<file path="src/rtl/vend_pkg.sv">
// Shared types and constants for the vending-machine change path:
// coin unit values (in 50-won units), denomination codes and dispenser states.
package vend_pkg;

  localparam logic [6:0] DEN50   = 7'd1;
  localparam logic [6:0] DEN100  = 7'd2;
  localparam logic [6:0] DEN500  = 7'd10;
  localparam logic [6:0] DEN1000 = 7'd20;

  typedef enum logic [1:0] {
    CODE50   = 2'd0,
    CODE100  = 2'd1,
    CODE500  = 2'd2,
    CODE1000 = 2'd3
  } den_code_e;

  typedef enum logic [2:0] {
    ST_IDLE   = 3'd0,
    ST_SELECT = 3'd1,
    ST_PULSE  = 3'd2,
    ST_GAP    = 3'd3,
    ST_FINISH = 3'd4
  } state_e;

  function automatic logic [6:0] den_value(input den_code_e code);
    case (code)
      CODE50:   den_value = DEN50;
      CODE100:  den_value = DEN100;
      CODE500:  den_value = DEN500;
      CODE1000: den_value = DEN1000;
      default:  den_value = DEN50;
    endcase
  endfunction

endpackage

</file>
<file path="src/rtl/coin_select.sv">
// Combinational greedy picker: largest coin that fits the remaining balance
// and is still in stock.
module coin_select
  import vend_pkg::*;
#(
  parameter int INV_W = 6
) (
  input  logic [6:0]       remaining,
  input  logic [INV_W-1:0] inv50,
  input  logic [INV_W-1:0] inv100,
  input  logic [INV_W-1:0] inv500,
  input  logic [INV_W-1:0] inv1000,
  output logic             found,
  output den_code_e        code,
  output logic [6:0]       value
);

  localparam logic [INV_W-1:0] EMPTY = {INV_W{1'b0}};

  // Priority order 1000 > 500 > 100 > 50; an empty slot falls through.
  always_comb begin
    found = 1'b1;
    code  = CODE50;
    if (remaining >= DEN1000 && inv1000 != EMPTY) begin
      code = CODE1000;
    end else if (remaining >= DEN500 && inv500 != EMPTY) begin
      code = CODE500;
    end else if (remaining >= DEN100 && inv100 != EMPTY) begin
      code = CODE100;
    end else if (remaining >= DEN50 && inv50 != EMPTY) begin
      code = CODE50;
    end else begin
      found = 1'b0;
    end
  end

  assign value = den_value(code);

endmodule

</file>
<file path="src/rtl/change_dispenser.sv">
// Pays out a customer balance as single-cycle coin pulses, tracking a
// per-denomination inventory that the operator refills while idle.
module change_dispenser
  import vend_pkg::*;
#(
  parameter int INV_W      = 6,
  parameter int INIT_COUNT = 20,
  parameter int GAP        = 1
) (
  input  logic             CLK,
  input  logic             Reset_n,
  input  logic             Return,
  input  logic [6:0]       Amount,
  input  logic             Refill,
  input  logic [1:0]       Refill_sel,
  input  logic [INV_W-1:0] Refill_count,
  output logic             Return50,
  output logic             Return100,
  output logic             Return500,
  output logic             Return1000,
  output logic             Busy,
  output logic             Done,
  output logic [6:0]       Shortfall,
  output logic [INV_W-1:0] Inv50,
  output logic [INV_W-1:0] Inv100,
  output logic [INV_W-1:0] Inv500,
  output logic [INV_W-1:0] Inv1000
);

  localparam logic [INV_W-1:0] INIT_INV = INV_W'(INIT_COUNT);
  localparam logic [INV_W-1:0] INV_MAX  = {INV_W{1'b1}};
  localparam logic [INV_W-1:0] INV_ONE  = {{(INV_W-1){1'b0}}, 1'b1};
  localparam int               GCW      = (GAP > 1) ? $clog2(GAP) : 1;
  localparam logic [GCW-1:0]   GAP_LAST = GCW'(GAP - 1);
  localparam bit               NO_GAP   = (GAP == 0);

  state_e           state_q, state_d;
  logic [6:0]       remaining_q, remaining_d;
  den_code_e        code_q, code_d;
  logic [6:0]       val_q, val_d;
  logic [GCW-1:0]   gap_cnt_q, gap_cnt_d;
  logic [3:0]       ret_q, ret_d;
  logic             busy_q, busy_d;
  logic             done_q, done_d;
  logic [6:0]       shortfall_q, shortfall_d;
  logic [INV_W-1:0] inv_q [4];
  logic [INV_W-1:0] inv_d [4];

  logic             sel_found;
  den_code_e        sel_code;
  logic [6:0]       sel_value;
  logic [INV_W:0]   refill_sum;
  logic [INV_W-1:0] refill_val;

  coin_select #(.INV_W(INV_W)) u_coin_select (
    .remaining (remaining_q),
    .inv50     (inv_q[CODE50]),
    .inv100    (inv_q[CODE100]),
    .inv500    (inv_q[CODE500]),
    .inv1000   (inv_q[CODE1000]),
    .found     (sel_found),
    .code      (sel_code),
    .value     (sel_value)
  );

  // Saturating refill value for the selected slot.
  always_comb begin
    refill_sum = {1'b0, inv_q[Refill_sel]} + {1'b0, Refill_count};
    if (refill_sum[INV_W]) begin
      refill_val = INV_MAX;
    end else begin
      refill_val = refill_sum[INV_W-1:0];
    end
  end

  // Next-state and datapath updates; coin pulses and Done are set one edge
  // early so they appear registered in the PULSE and FINISH cycles.
  always_comb begin
    state_d     = state_q;
    remaining_d = remaining_q;
    code_d      = code_q;
    val_d       = val_q;
    gap_cnt_d   = gap_cnt_q;
    ret_d       = 4'b0000;
    busy_d      = busy_q;
    done_d      = 1'b0;
    shortfall_d = shortfall_q;
    inv_d       = inv_q;
    case (state_q)
      ST_IDLE: begin
        if (Return) begin
          remaining_d = Amount;
          shortfall_d = 7'd0;
          busy_d      = 1'b1;
          state_d     = ST_SELECT;
        end else if (Refill) begin
          inv_d[Refill_sel] = refill_val;
        end else begin
          state_d = ST_IDLE;
        end
      end
      ST_SELECT: begin
        if (remaining_q == 7'd0) begin
          done_d  = 1'b1;
          state_d = ST_FINISH;
        end else if (sel_found) begin
          code_d          = sel_code;
          val_d           = sel_value;
          ret_d[sel_code] = 1'b1;
          state_d         = ST_PULSE;
        end else begin
          shortfall_d = remaining_q;
          done_d      = 1'b1;
          state_d     = ST_FINISH;
        end
      end
      ST_PULSE: begin
        remaining_d   = remaining_q - val_q;
        inv_d[code_q] = inv_q[code_q] - INV_ONE;
        gap_cnt_d     = {GCW{1'b0}};
        if (NO_GAP) begin
          state_d = ST_SELECT;
        end else begin
          state_d = ST_GAP;
        end
      end
      ST_GAP: begin
        if (gap_cnt_q == GAP_LAST) begin
          state_d = ST_SELECT;
        end else begin
          gap_cnt_d = gap_cnt_q + {{(GCW-1){1'b0}}, 1'b1};
        end
      end
      ST_FINISH: begin
        busy_d  = 1'b0;
        state_d = ST_IDLE;
      end
      default: begin
        busy_d  = 1'b0;
        state_d = ST_IDLE;
      end
    endcase
  end

  // State, datapath and output registers.
  always_ff @(posedge CLK or negedge Reset_n) begin
    if (!Reset_n) begin
      state_q     <= ST_IDLE;
      remaining_q <= 7'd0;
      code_q      <= CODE50;
      val_q       <= 7'd0;
      gap_cnt_q   <= {GCW{1'b0}};
      ret_q       <= 4'b0000;
      busy_q      <= 1'b0;
      done_q      <= 1'b0;
      shortfall_q <= 7'd0;
      for (int i = 0; i < 4; i++) begin
        inv_q[i] <= INIT_INV;
      end
    end else begin
      state_q     <= state_d;
      remaining_q <= remaining_d;
      code_q      <= code_d;
      val_q       <= val_d;
      gap_cnt_q   <= gap_cnt_d;
      ret_q       <= ret_d;
      busy_q      <= busy_d;
      done_q      <= done_d;
      shortfall_q <= shortfall_d;
      for (int i = 0; i < 4; i++) begin
        inv_q[i] <= inv_d[i];
      end
    end
  end

  assign Return50   = ret_q[CODE50];
  assign Return100  = ret_q[CODE100];
  assign Return500  = ret_q[CODE500];
  assign Return1000 = ret_q[CODE1000];
  assign Busy       = busy_q;
  assign Done       = done_q;
  assign Shortfall  = shortfall_q;
  assign Inv50      = inv_q[CODE50];
  assign Inv100     = inv_q[CODE100];
  assign Inv500     = inv_q[CODE500];
  assign Inv1000    = inv_q[CODE1000];

endmodule

</file>
<file path="config.mk">
export PLATFORM = sky130hd
export DESIGN_NAME = change_dispenser
export DESIGN_NICKNAME = d
export VERILOG_FILES = /design/src/rtl/vend_pkg.sv /design/src/rtl/coin_select.sv /design/src/rtl/change_dispenser.sv
export SDC_FILE = /design/constraint.sdc
export NUM_CORES = 1
export LEC_CHECK = 0
export ABC_AREA = 1
export ABC_CLOCK_PERIOD_IN_PS = 2700
export BUFFER_PORTS_ARGS = -buffer_cell sky130_fd_sc_hd__clkbuf_2
export CORE_MARGIN = 1.5
export CORE_UTILIZATION = 41
export CTS_CLUSTER_SIZE = 14
export DETAILED_ROUTE_END_ITERATION = 8
export PLACE_DENSITY_LB_ADDON = 0.2
export SETUP_SLACK_MARGIN = 0.02
export SKIP_CTS_REPAIR_TIMING = 1
export SLEW_MARGIN = 20
export SYNTH_ARGS = -nofsm -noshare
export SYNTH_HDL_FRONTEND = slang
export SYNTH_SLANG_ARGS = --single-unit
</file>
<file path="constraint.sdc">
create_clock -name CLK -period 2.7 [get_ports CLK]
set_clock_uncertainty 0.15 [all_clocks]
set_input_delay 0.27 -clock CLK [delete_from_list [all_inputs] [get_ports CLK]]
set_output_delay 0.27 -clock CLK [all_outputs]
set_load 0.005 [all_outputs]
</file>
**After elaboration in Yosys (flattened, before gate mapping)**

Cells that the tools add are included.

- Logic and storage cells: 116
- Register bits: 57
- Bits of input ports: 19
- Output and inout bits: 37

- Reductions and logical operators: 24
- Muxes and demuxes: 48
- Add/subtract/negate cells: 4
- Equality and inequality tests: 13
- Bitwise logic cells: 4
- Magnitude comparators: 10

Operators with widths:

| kind | number |
|---|---|
| $bwmux W24 | 2 |
| $mux W24 | 2 |
| $pmux W24 S2 | 1 |
| $mux W6 | 7 |
| $mux W7 | 4 |
| $pmux W7 S2 | 2 |
| $pmux W7 S4 | 1 |
| $bmux W6 S2 | 2 |
| $demux W6 S2 | 2 |
| $reduce_bool A6 Y1 | 4 |
| $mux W3 | 5 |
| $mux W4 | 3 |
| $ne A2 B2 Y1 const B | 6 |
| $pmux W3 S4 | 1 |
| $mux W1 | 11 |
| $add A6 B6 Y7 | 1 |
| $ge A7 B1 Y1 const B | 1 |
| $ge A7 B2 Y1 const B | 1 |
| $ge A7 B4 Y1 const B | 1 |
| $ge A7 B5 Y1 const B | 1 |
| $logic_and A1 B1 Y1 | 7 |
| $logic_not A7 Y1 | 1 |
| $sub A7 B7 Y7 | 1 |
| $eq A3 B2 Y1 const B | 2 |
| 22 further kinds | 34 |

**Depth between registers and ports, before layout**

Gate-level depths: netlist of run 1.

- Depth after elaboration: 12
- Mapped depth: 16

**Modules after synthesis**

A second synthesis of run 1 with hierarchy kept.

- Cell total of the unflattened synthesis: 503
- Area total of the unflattened synthesis: 3861.2 um^2

By module, submodules not included:

| module | seq. area each (um^2) | area each (um^2) | cells each | times used |
|---|---|---|---|---|
| change_dispenser | 1411.4 | 3617.2 | 454 | 1 |
| coin_select | 0.0 | 244.0 | 49 | 1 |

**Worst setup path before layout of run 1**

Ideal clock, no wire load.

- Path type: in2reg
- Start: input port Refill_sel[0]
- End: register inv_q, in the netlist Inv100[3]
- Path slack: 0.514 ns
- Stages: 13
- Arrival: 1.971 ns
- Required time: 2.485 ns
- Setup time: 0.065 ns
- Cell sequence: nor2_1 -> a22oi_1 -> nand2_1 -> ha_1 -> inv_1 -> fa_1 -> nor3_1 -> nor2_1 -> nand2_1 -> nand2_1 -> nand2_1 -> nand2_1 -> nand2_1

- Cells in the longest elaborated chain, start to end: 10
- Elaborated cells on any way between the ends: 15
- Classes of those cells: add/sub: 1; order compare: 2; mux: 10; bitwise: 1; reduce/logical: 1

Ends and longest elaborated chain:

| element | line | text |
|---|---|---|
| from (decl) | change_dispenser.sv:15 | `input logic [1:0] Refill_sel,` |
| $not A2 Y3 (implied by the code) (*) | change_dispenser.sv:68, change_dispenser.sv:97 |  |
| $bmux W6 S2 | change_dispenser.sv:68 | `refill_sum = {1'b0, inv_q[Refill_sel]} + {1'b0, Refill_count};` |
| $mux W6 (implied by the code) (2 in a row) | change_dispenser.sv:68 |  |
| $add A6 B6 Y7 | change_dispenser.sv:68 |  |
| $mux W6 | change_dispenser.sv:69 | `if (refill_sum[INV_W]) begin` |
| $bwmux W24 (*) | change_dispenser.sv:97 | `inv_d[Refill_sel] = refill_val;` |
| $mux W24 (*) | change_dispenser.sv:96 | `end else if (Refill) begin` |
| $mux W24 (*) | change_dispenser.sv:91 | `if (Return) begin` |
| $pmux W24 S2 (*) | change_dispenser.sv:89 | `case (state_q)` |
| to (signal, indexed assignment) | change_dispenser.sv:171 | `inv_q[i] <= inv_d[i];` |
| to (decl) | change_dispenser.sv:46 | `logic [INV_W-1:0] inv_q [4];` |

Every way passes the cells marked *; elsewhere a longest branch is shown, timed or not. The select of a mux whose other input is x is not followed.
A chain may end at the register's enable or synchronous reset.

**Worst setup path in the final report of run 1**

- Start: register inv_q, in the netlist Inv100[5]
- End: register inv_q, in the netlist Inv500[5]

- Cells in the longest elaborated chain, start to end: 9
- Elaborated cells on any way between the ends: 14
- Classes of those cells: add/sub: 2; mux: 12

Ends and longest elaborated chain:

| element | line |
|---|---|
| $bmux W6 S2 | change_dispenser.sv:68 |
| $mux W6 (implied by the code) (2 in a row) | change_dispenser.sv:68 |
| $add A6 B6 Y7 | change_dispenser.sv:68 |
| $mux W6 | change_dispenser.sv:69 |
| $bwmux W24 | change_dispenser.sv:97 |
| $mux W24 | change_dispenser.sv:96 |
| $mux W24 | change_dispenser.sv:91 |
| $pmux W24 S2 (*) | change_dispenser.sv:89 |

Marks and branches as above.

==> impl_metrics.env, run 1 <==
export IMPL_syn_num_nets=531
export IMPL_rows=33
export IMPL_sequentialPowerShare=0.292
export IMPL_drtIter0Drc=185
export IMPL_place_area_mm2=0.004030
export IMPL_clockPowerShare=0.088
export IMPL_hold_viol_final=0
export IMPL_synth_area_leader_cell="dfrtp_1"
export IMPL_route_detailed_drc=0
export IMPL_clk_latency_ns=0.32
export IMPL_hp_class="in2reg"
export IMPL_clkSinkCount=53
export IMPL_p_per_area_mw_per_mm2=1324
export IMPL_p_sw_mw=2.864
export IMPL_fmax_mhz=403.6
export IMPL_fillers=863
export IMPL_first_global_vias=3385
export IMPL_cp_required_ns=2.76
export IMPL_cts_path_max_buffers=2
export IMPL_synth_top_area_frac=0.3138
export IMPL_finalWirelength_um=10380
export IMPL_switching_share=0.5221
export IMPL_critPathMaxFanout=6
export IMPL_avgSynthCellArea_um2=7.264
export IMPL_io_pins=56
export IMPL_min_period_ns=2.478
export IMPL_status="complete, no violations"
export IMPL_dieArea_mm2=0.009323
export IMPL_die_w_um=96.56
export IMPL_seq_area_frac_synth=0.3724
export IMPL_critical_path_class="reg2reg"
export IMPL_maxSlewViolCount=0
export IMPL_insertedDiodeCount=0
export IMPL_grt_pass1_wl_um=16640
export IMPL_drt_pass1_iter_count=5
export IMPL_port_buffers=55
export IMPL_cts_htree_levels=2
export IMPL_vias=3605
export IMPL_initial_core_util=0.4302
export IMPL_syn_area_mm2=0.003588
export IMPL_rsz0062_at_grt="false"
export IMPL_avgViaCountPerCell=5.405
export IMPL_track_usage=0.2407
export IMPL_post_route_period_util=0.9176
export IMPL_worstSetupStartpointType="flip-flop"
export IMPL_wl_per_cell_um=15.57
export IMPL_reg2reg_slack_ns=0.22
export IMPL_setup_violations=0
export IMPL_yosys_warnings=0
export IMPL_dp_final_hpwl_um=7966
export IMPL_critPathCaptureType="flip-flop"
export IMPL_slew_headroom=0.5281
export IMPL_syn_instance_count=494
export IMPL_peakVddDrop_v=0.0005702
export IMPL_tritoncts="done"
export IMPL_final_cell_area_mm2=0.004143
export IMPL_cts_root_buffer="clkbuf_8"
export IMPL_areaGrowthSynthToFinish_pct=15.45
export IMPL_synthTopCellsByArea="dfrtp_1 31%, nand2_1 16%, nand3_1 7.9%, dfstp_2 5.9%, inv_1 5.8%"
export IMPL_crit_arrival_ns=2.54
export IMPL_final_net_count=598
export IMPL_ys_ff_latch=53
export IMPL_p_int_mw=2.621
export IMPL_fin_tns_setup_ns=0
export IMPL_setup_slack_ns=0.2224
export IMPL_layout_drive_gt1_share=0.2242
export IMPL_holdWs_ns=0.06597
export IMPL_totalPowerFinal_mw=5.484
export IMPL_maxCapViolations=0
export IMPL_drtAntennaViolNets=0
export IMPL_fp_coreArea_mm2=0.008341
export IMPL_synth_distinct_cells=40
export IMPL_overflow=0
export IMPL_pwr_share_comb=0.619
export IMPL_dp_slack_ns=-0.1250
export IMPL_grt_max_degree=54
export IMPL_antenna_found_initial=0
export IMPL_leakage_nw=2.205
export IMPL_worst_pin_slew_ns=0.7079
export IMPL_clk_pin_slew_ns=0.11
export IMPL_numCtsBuffers=5
export IMPL_die_h_um=96.56
export IMPL_place_congestion=0.9324
## flip-flops by register name, indices dropped and copies added, names as in the netlist
name,cells
Inv100,6
Inv1000,6
Shortfall,7
code_q,2
Inv50,6
Busy,1
Done,1
val_q,4
remaining_q,7
Inv500,6
ret_q,4
state_q,3
## metal layers
metal  vias to the layer above  track usage  share of wire
met4                         0       0.1135          0.038
met1                      1677       0.2992           0.41
li1                       1735            -              -
met5                         -            0              0
met2                       164       0.4085           0.48
met3                        29      0.03599          0.069
## cell families (layout without fill, tap and decap cells)
kind of cell               count (synthesis)  after routing  share of synthesized area
adders and majority gates                 18             18                    0.06695
DFF                                       53             53                     0.3724
buffers and inverters                     70            138                    0.07915
and+or+nand+nor                          290            290                     0.3658
AOI/OAI and AO/OA                         59             59                     0.1060
xor gates and xnor gates                   4              4                   0.009765
## final timing paths
check | endpoint | cells past startpoint | from
setup / recovery | Inv500[5] | 9 | Inv100[5]
hold / removal | remaining_q[5] | 3 | Amount[5]
setup reg to reg | Inv500[5] | 9 | Inv100[5]
hold reg to reg | val_q[0] | 2 | val_q[0]
max in group asynchronous | Inv100[5] | 3 | Reset_n
min in group asynchronous | Inv1000[5] | 3 | Reset_n
## through the flow
| step | std cells | utilization |
|---|---|---|
| finish | 667 | 0.4967 |
| floorplan | 494 | - |
| CTS | 666 | 0.4944 |
| global route | 667 | 0.4967 |
| detailed placement | 658 | 0.4832 |
| global placement | 658 | 0.4832 |
## cells in the mapped netlist
| master | number |
|---|---|
| a21boi_0 | 1 |
| a21oi_1 | 13 |
| a221oi_1 | 1 |
| a22oi_1 | 8 |
| a31o_2 | 1 |
| buf_2 | 2 |
| buf_4 | 1 |
| buf_6 | 2 |
| clkbuf_1 | 2 |
| dfrtp_1 | 45 |
| dfstp_2 | 8 |
| fa_1 | 2 |
| ha_1 | 16 |
| inv_1 | 55 |
| inv_2 | 8 |
| nand2_1 | 151 |
| nand2_2 | 15 |
| nand2_4 | 1 |
| nand3_1 | 57 |
| nand3_2 | 1 |
| nand3_4 | 1 |
| nand3b_1 | 1 |
| nand4_1 | 9 |
| nor2_1 | 40 |
| nor2_2 | 6 |
| nor2_4 | 3 |
| nor2_8 | 1 |
| nor3_1 | 2 |
| o211ai_1 | 5 |
| o21ai_0 | 13 |
| o21ai_1 | 7 |
| o21ai_2 | 2 |
| o21bai_4 | 1 |
| o221ai_1 | 3 |
| o22ai_1 | 2 |
| o311ai_0 | 1 |
| o311ai_1 | 1 |
| or2_2 | 2 |
| xnor2_1 | 3 |
| xor2_1 | 1 |
## placed cells by master (no fill, tap or decap), types with 9 or more instances in the layout
cell      Yosys  routed
inv_1        55      55
ha_1         16      16
o21ai_0      13      13
a21oi_1      13      13
nand3_1      57      57
nand2_1     151     151
nand2_2      15      15
dfrtp_1      45      45
nor2_1       40      39
clkbuf_2      0      55
nand4_1       9       9
buf_4         1      11
## cell type report
| class | instances | area (um2) | share of cell area |
|---|---|---|---|
| clock buffer | 5 | 68.82 | 0.01661 |
| clock inverter | 3 | 25.02 | 0.006040 |
| inverter | 63 | 236.5 | 0.05708 |
| multi-input combinational | 371 | 1977 | 0.4772 |
| sequential | 53 | 1336 | 0.3226 |
| tap | 105 | 131.4 | 0.03171 |
| timing repair buffer | 67 | 367.9 | 0.08880 |
## worst max-delay path: stages, from the launching register on
cell,delay [ns]
dfrtp_1,0.47
a22oi_1,0.19
o221ai_1,0.17
ha_1,0.35
a21oi_1,0.16
o21ai_0,0.12
nor2_2,0.21
nand3_1,0.27
a21oi_1,0.22
nand2_1,0.07
## power by group through the flow
| stage | combinational (mW) | sequential [mW] | clock [mW] |
|---|---|---|---|
| 5_1_grt | 3.82 | 1.65 | 0.528 |
| 3_5_place_dp | 3.34 | 1.61 | 0 |
| 4_1_cts | 3.36 | 1.60 | 0.491 |
| 3_3_place_gp | 3.30 | 1.61 | 0 |
| 2_1_floorplan | 2.33 | 1.50 | 0 |
| 6_report | 3.40 | 1.60 | 0.484 |
(Power assumes the default switching activity.)
==> inputs of run 2 (changes only) <==
--- a/config.mk
+++ b/config.mk
@@ -5,7 +5,6 @@
 export SDC_FILE = /design/constraint.sdc
 export NUM_CORES = 1
 export LEC_CHECK = 0
-export ABC_AREA = 1
 export ABC_CLOCK_PERIOD_IN_PS = 2700
 export BUFFER_PORTS_ARGS = -buffer_cell sky130_fd_sc_hd__clkbuf_2
 export CORE_MARGIN = 1.5
==> impl_metrics.env, run 2 <==
export IMPL_ys_ff_latch=53
export IMPL_rows=32
export IMPL_crit_start="Inv100[3]"
export IMPL_vias=3072
export IMPL_finalWirelength_um=9441
export IMPL_yosys_warnings=0
export IMPL_port_buffers=55
export IMPL_min_from="Amount[6]"
export IMPL_antenna_found_initial=0
export IMPL_dp_slack_ns=-0.1725
export IMPL_avgSynthCellArea_um2=9.923
export IMPL_avgViaCountPerCell=5.731
export IMPL_synth_main_ff_cell="dfrtp_1"
export IMPL_drtIter0Drc=239
export IMPL_synthTopCellsByArea="dfrtp_1 34%, mux4_2 8.2%, dfstp_2 6.4%, ha_1 6.1%, nand2_1 4.7%"
export IMPL_tritoncts="done"
export IMPL_io_pins=56
export IMPL_synth_distinct_cells=48
export IMPL_setup_violations=0
export IMPL_overflow=0
export IMPL_rsz0062_at_grt="true"
export IMPL_fmax_mhz=372.3
export IMPL_r2r_cells=9
export IMPL_slew_headroom=0.5575
export IMPL_reg2reg_slack_ns=0.01
export IMPL_initial_core_util=0.4254
export IMPL_worstSetupEndpoint="Inv50[3]"
export IMPL_p_per_area_mw_per_mm2=1224
export IMPL_grt_max_degree=34
export IMPL_r2r_end="Inv50[3]"
export IMPL_track_usage=0.2253
export IMPL_drt_pass1_iter_count=5
export IMPL_maxSlewViolCount=0
export IMPL_cts_path_max_buffers=2
export IMPL_route_detailed_drc=0
export IMPL_cts_htree_levels=2
export IMPL_final_net_count=470
export IMPL_die_h_um=92.78
export IMPL_fp_coreArea_mm2=0.007767
export IMPL_critical_path_class="reg2reg"
export IMPL_cp_required_ns=2.80
export IMPL_clk_pin_slew_ns=0.10
export IMPL_peakVddDrop_v=0.0004148
export IMPL_r2r_start="Inv100[3]"
export IMPL_grt_pass1_wl_um=14940
export IMPL_hp_class="in2reg"
export IMPL_hold_viol_final=0
export IMPL_place_area_mm2=0.004020
export IMPL_post_route_period_util=0.9949
export IMPL_drtAntennaViolNets=0
export IMPL_critPathMaxFanout=4
export IMPL_worstSetupStartpointType="flip-flop"
export IMPL_min_period_ns=2.686
export IMPL_insertedDiodeCount=0
export IMPL_yosysMostFrequentCell="dfrtp_1"
export IMPL_place_congestion=0.8783
export IMPL_synth_async_reset_ratio=1.000
export IMPL_fillers=746
export IMPL_leakage_nw=2.004
export IMPL_mostFrequentLayoutCell="clkbuf_2"
export IMPL_totalPowerFinal_mw=5.128
export IMPL_synth_area_leader_cell="dfrtp_1"
export IMPL_fin_tns_setup_ns=0
export IMPL_status="complete, no violations"
export IMPL_syn_num_nets=370
export IMPL_clk_latency_ns=0.32
export IMPL_synth_common_cells="45 x dfrtp_1, 41 x nand2_1, 31 x nor2_1, 22 x inv_1, 17 x o21ai_0"
export IMPL_critPathCaptureType="flip-flop"
export IMPL_clkSinkCount=53
export IMPL_areaGrowthSynthToFinish_pct=26.77
export IMPL_dieArea_mm2=0.008607
export IMPL_first_global_vias=2905
export IMPL_final_util=0.5393
export IMPL_final_cell_area_mm2=0.004189
export IMPL_crit_arrival_ns=2.78
export IMPL_synth_edf_count=0
export IMPL_cts_root_buffer="clkbuf_8"
export IMPL_syn_area_mm2=0.003304
export IMPL_dp_final_hpwl_um=7379
export IMPL_wl_per_cell_um=17.61
export IMPL_syn_instance_count=333
export IMPL_maxCapViolations=0
export IMPL_die_w_um=92.78
export IMPL_layout_drive_gt1_share=0.3548
export IMPL_seq_area_frac_synth=0.4044
export IMPL_numCtsBuffers=5
export IMPL_layout_common_cells="55 x clkbuf_2, 47 x buf_4, 45 x dfrtp_1"
export IMPL_setup_slack_ns=0.01381
export IMPL_worst_pin_slew_ns=0.6621
export IMPL_synth_top_area_frac=0.3408
## run 2: metrics by stage
stage	hold slack, ns	cells
2_1_floorplan	-0.1756	333
3_3_place_gp	0.1277	527
3_5_place_dp	0.1345	527
4_1_cts	-0.2219	535
5_1_grt	0.09814	536
6_report	0.07810	536
## run 2: how the worst min path moves through the flow
stage | endpoint | slack [ns] | cells past startpoint
after global routing | remaining_q[6] | 0.1 | 3
after detailed placement | Inv100[0] | 0.13 | 2
after floorplan | Busy | -0.18 | 0
after global placement | Inv100[0] | 0.13 | 2
final | remaining_q[6] | 0.08 | 3
after CTS | ret_q[1] | -0.22 | 2
## run 2: critical path, stage by stage, from the launching register on
cell	delay, ns
dfrtp_1	0.43
mux4_2	0.48
ha_1	0.36
o21a_1	0.14
o31a_1	0.14
o21a_1	0.18
nor3_2	0.06
buf_4	0.16
or4_1	0.39
a21oi_1	0.13
## run 2: cells by family (layout without fill, tap and decap cells)
| family | Yosys count | count (layout) | share of synthesized area |
|---|---|---|---|
| multiplexers | 25 | 25 | 0.1223 |
| XOR/XNOR | 7 | 7 | 0.01855 |
| flip-flops | 53 | 53 | 0.4044 |
| buffers and inverters | 32 | 133 | 0.03711 |
| AO/OA/AOI/OAI | 72 | 72 | 0.1541 |
| AND/OR/NAND/NOR | 126 | 126 | 0.1908 |
| adder cells (fa/ha/maj) | 18 | 18 | 0.07270 |
## run 2: area by class of cell
class / instances / area [um2] / area share
clock buffers: 6 / 72.57 / 0.01732
clock inverters: 2 / 13.76 / 0.003286
inverters: 22 / 82.58 / 0.01971
multi-input cells: 248 / 1918 / 0.4579
flip-flops and latches: 53 / 1336 / 0.3190
well taps: 102 / 127.6 / 0.03047
repair buffers: 103 / 638.1 / 0.1523
## run 2: layer usage
| metal | routed length [um] | vias up | track usage |
|---|---|---|---|
| met5 | 0 | - | 0 |
| met4 | 291 | 0 | 0.08965 |
| met3 | 536 | 28 | 0.02791 |
| met2 | 4203 | 117 | 0.3370 |
| met1 | 4410 | 1500 | 0.3302 |
| li1 | - | 1427 | - |
## run 2: power breakdown
part	internal (mW)	leakage [nW]	switching, mW	total, mW
logic	1.49	1.31	1.72	3.21
clock network	0.186	0.0456	0.279	0.465
registers	1.13	0.646	0.322	1.45
total	2.81	2.00	2.32	5.13
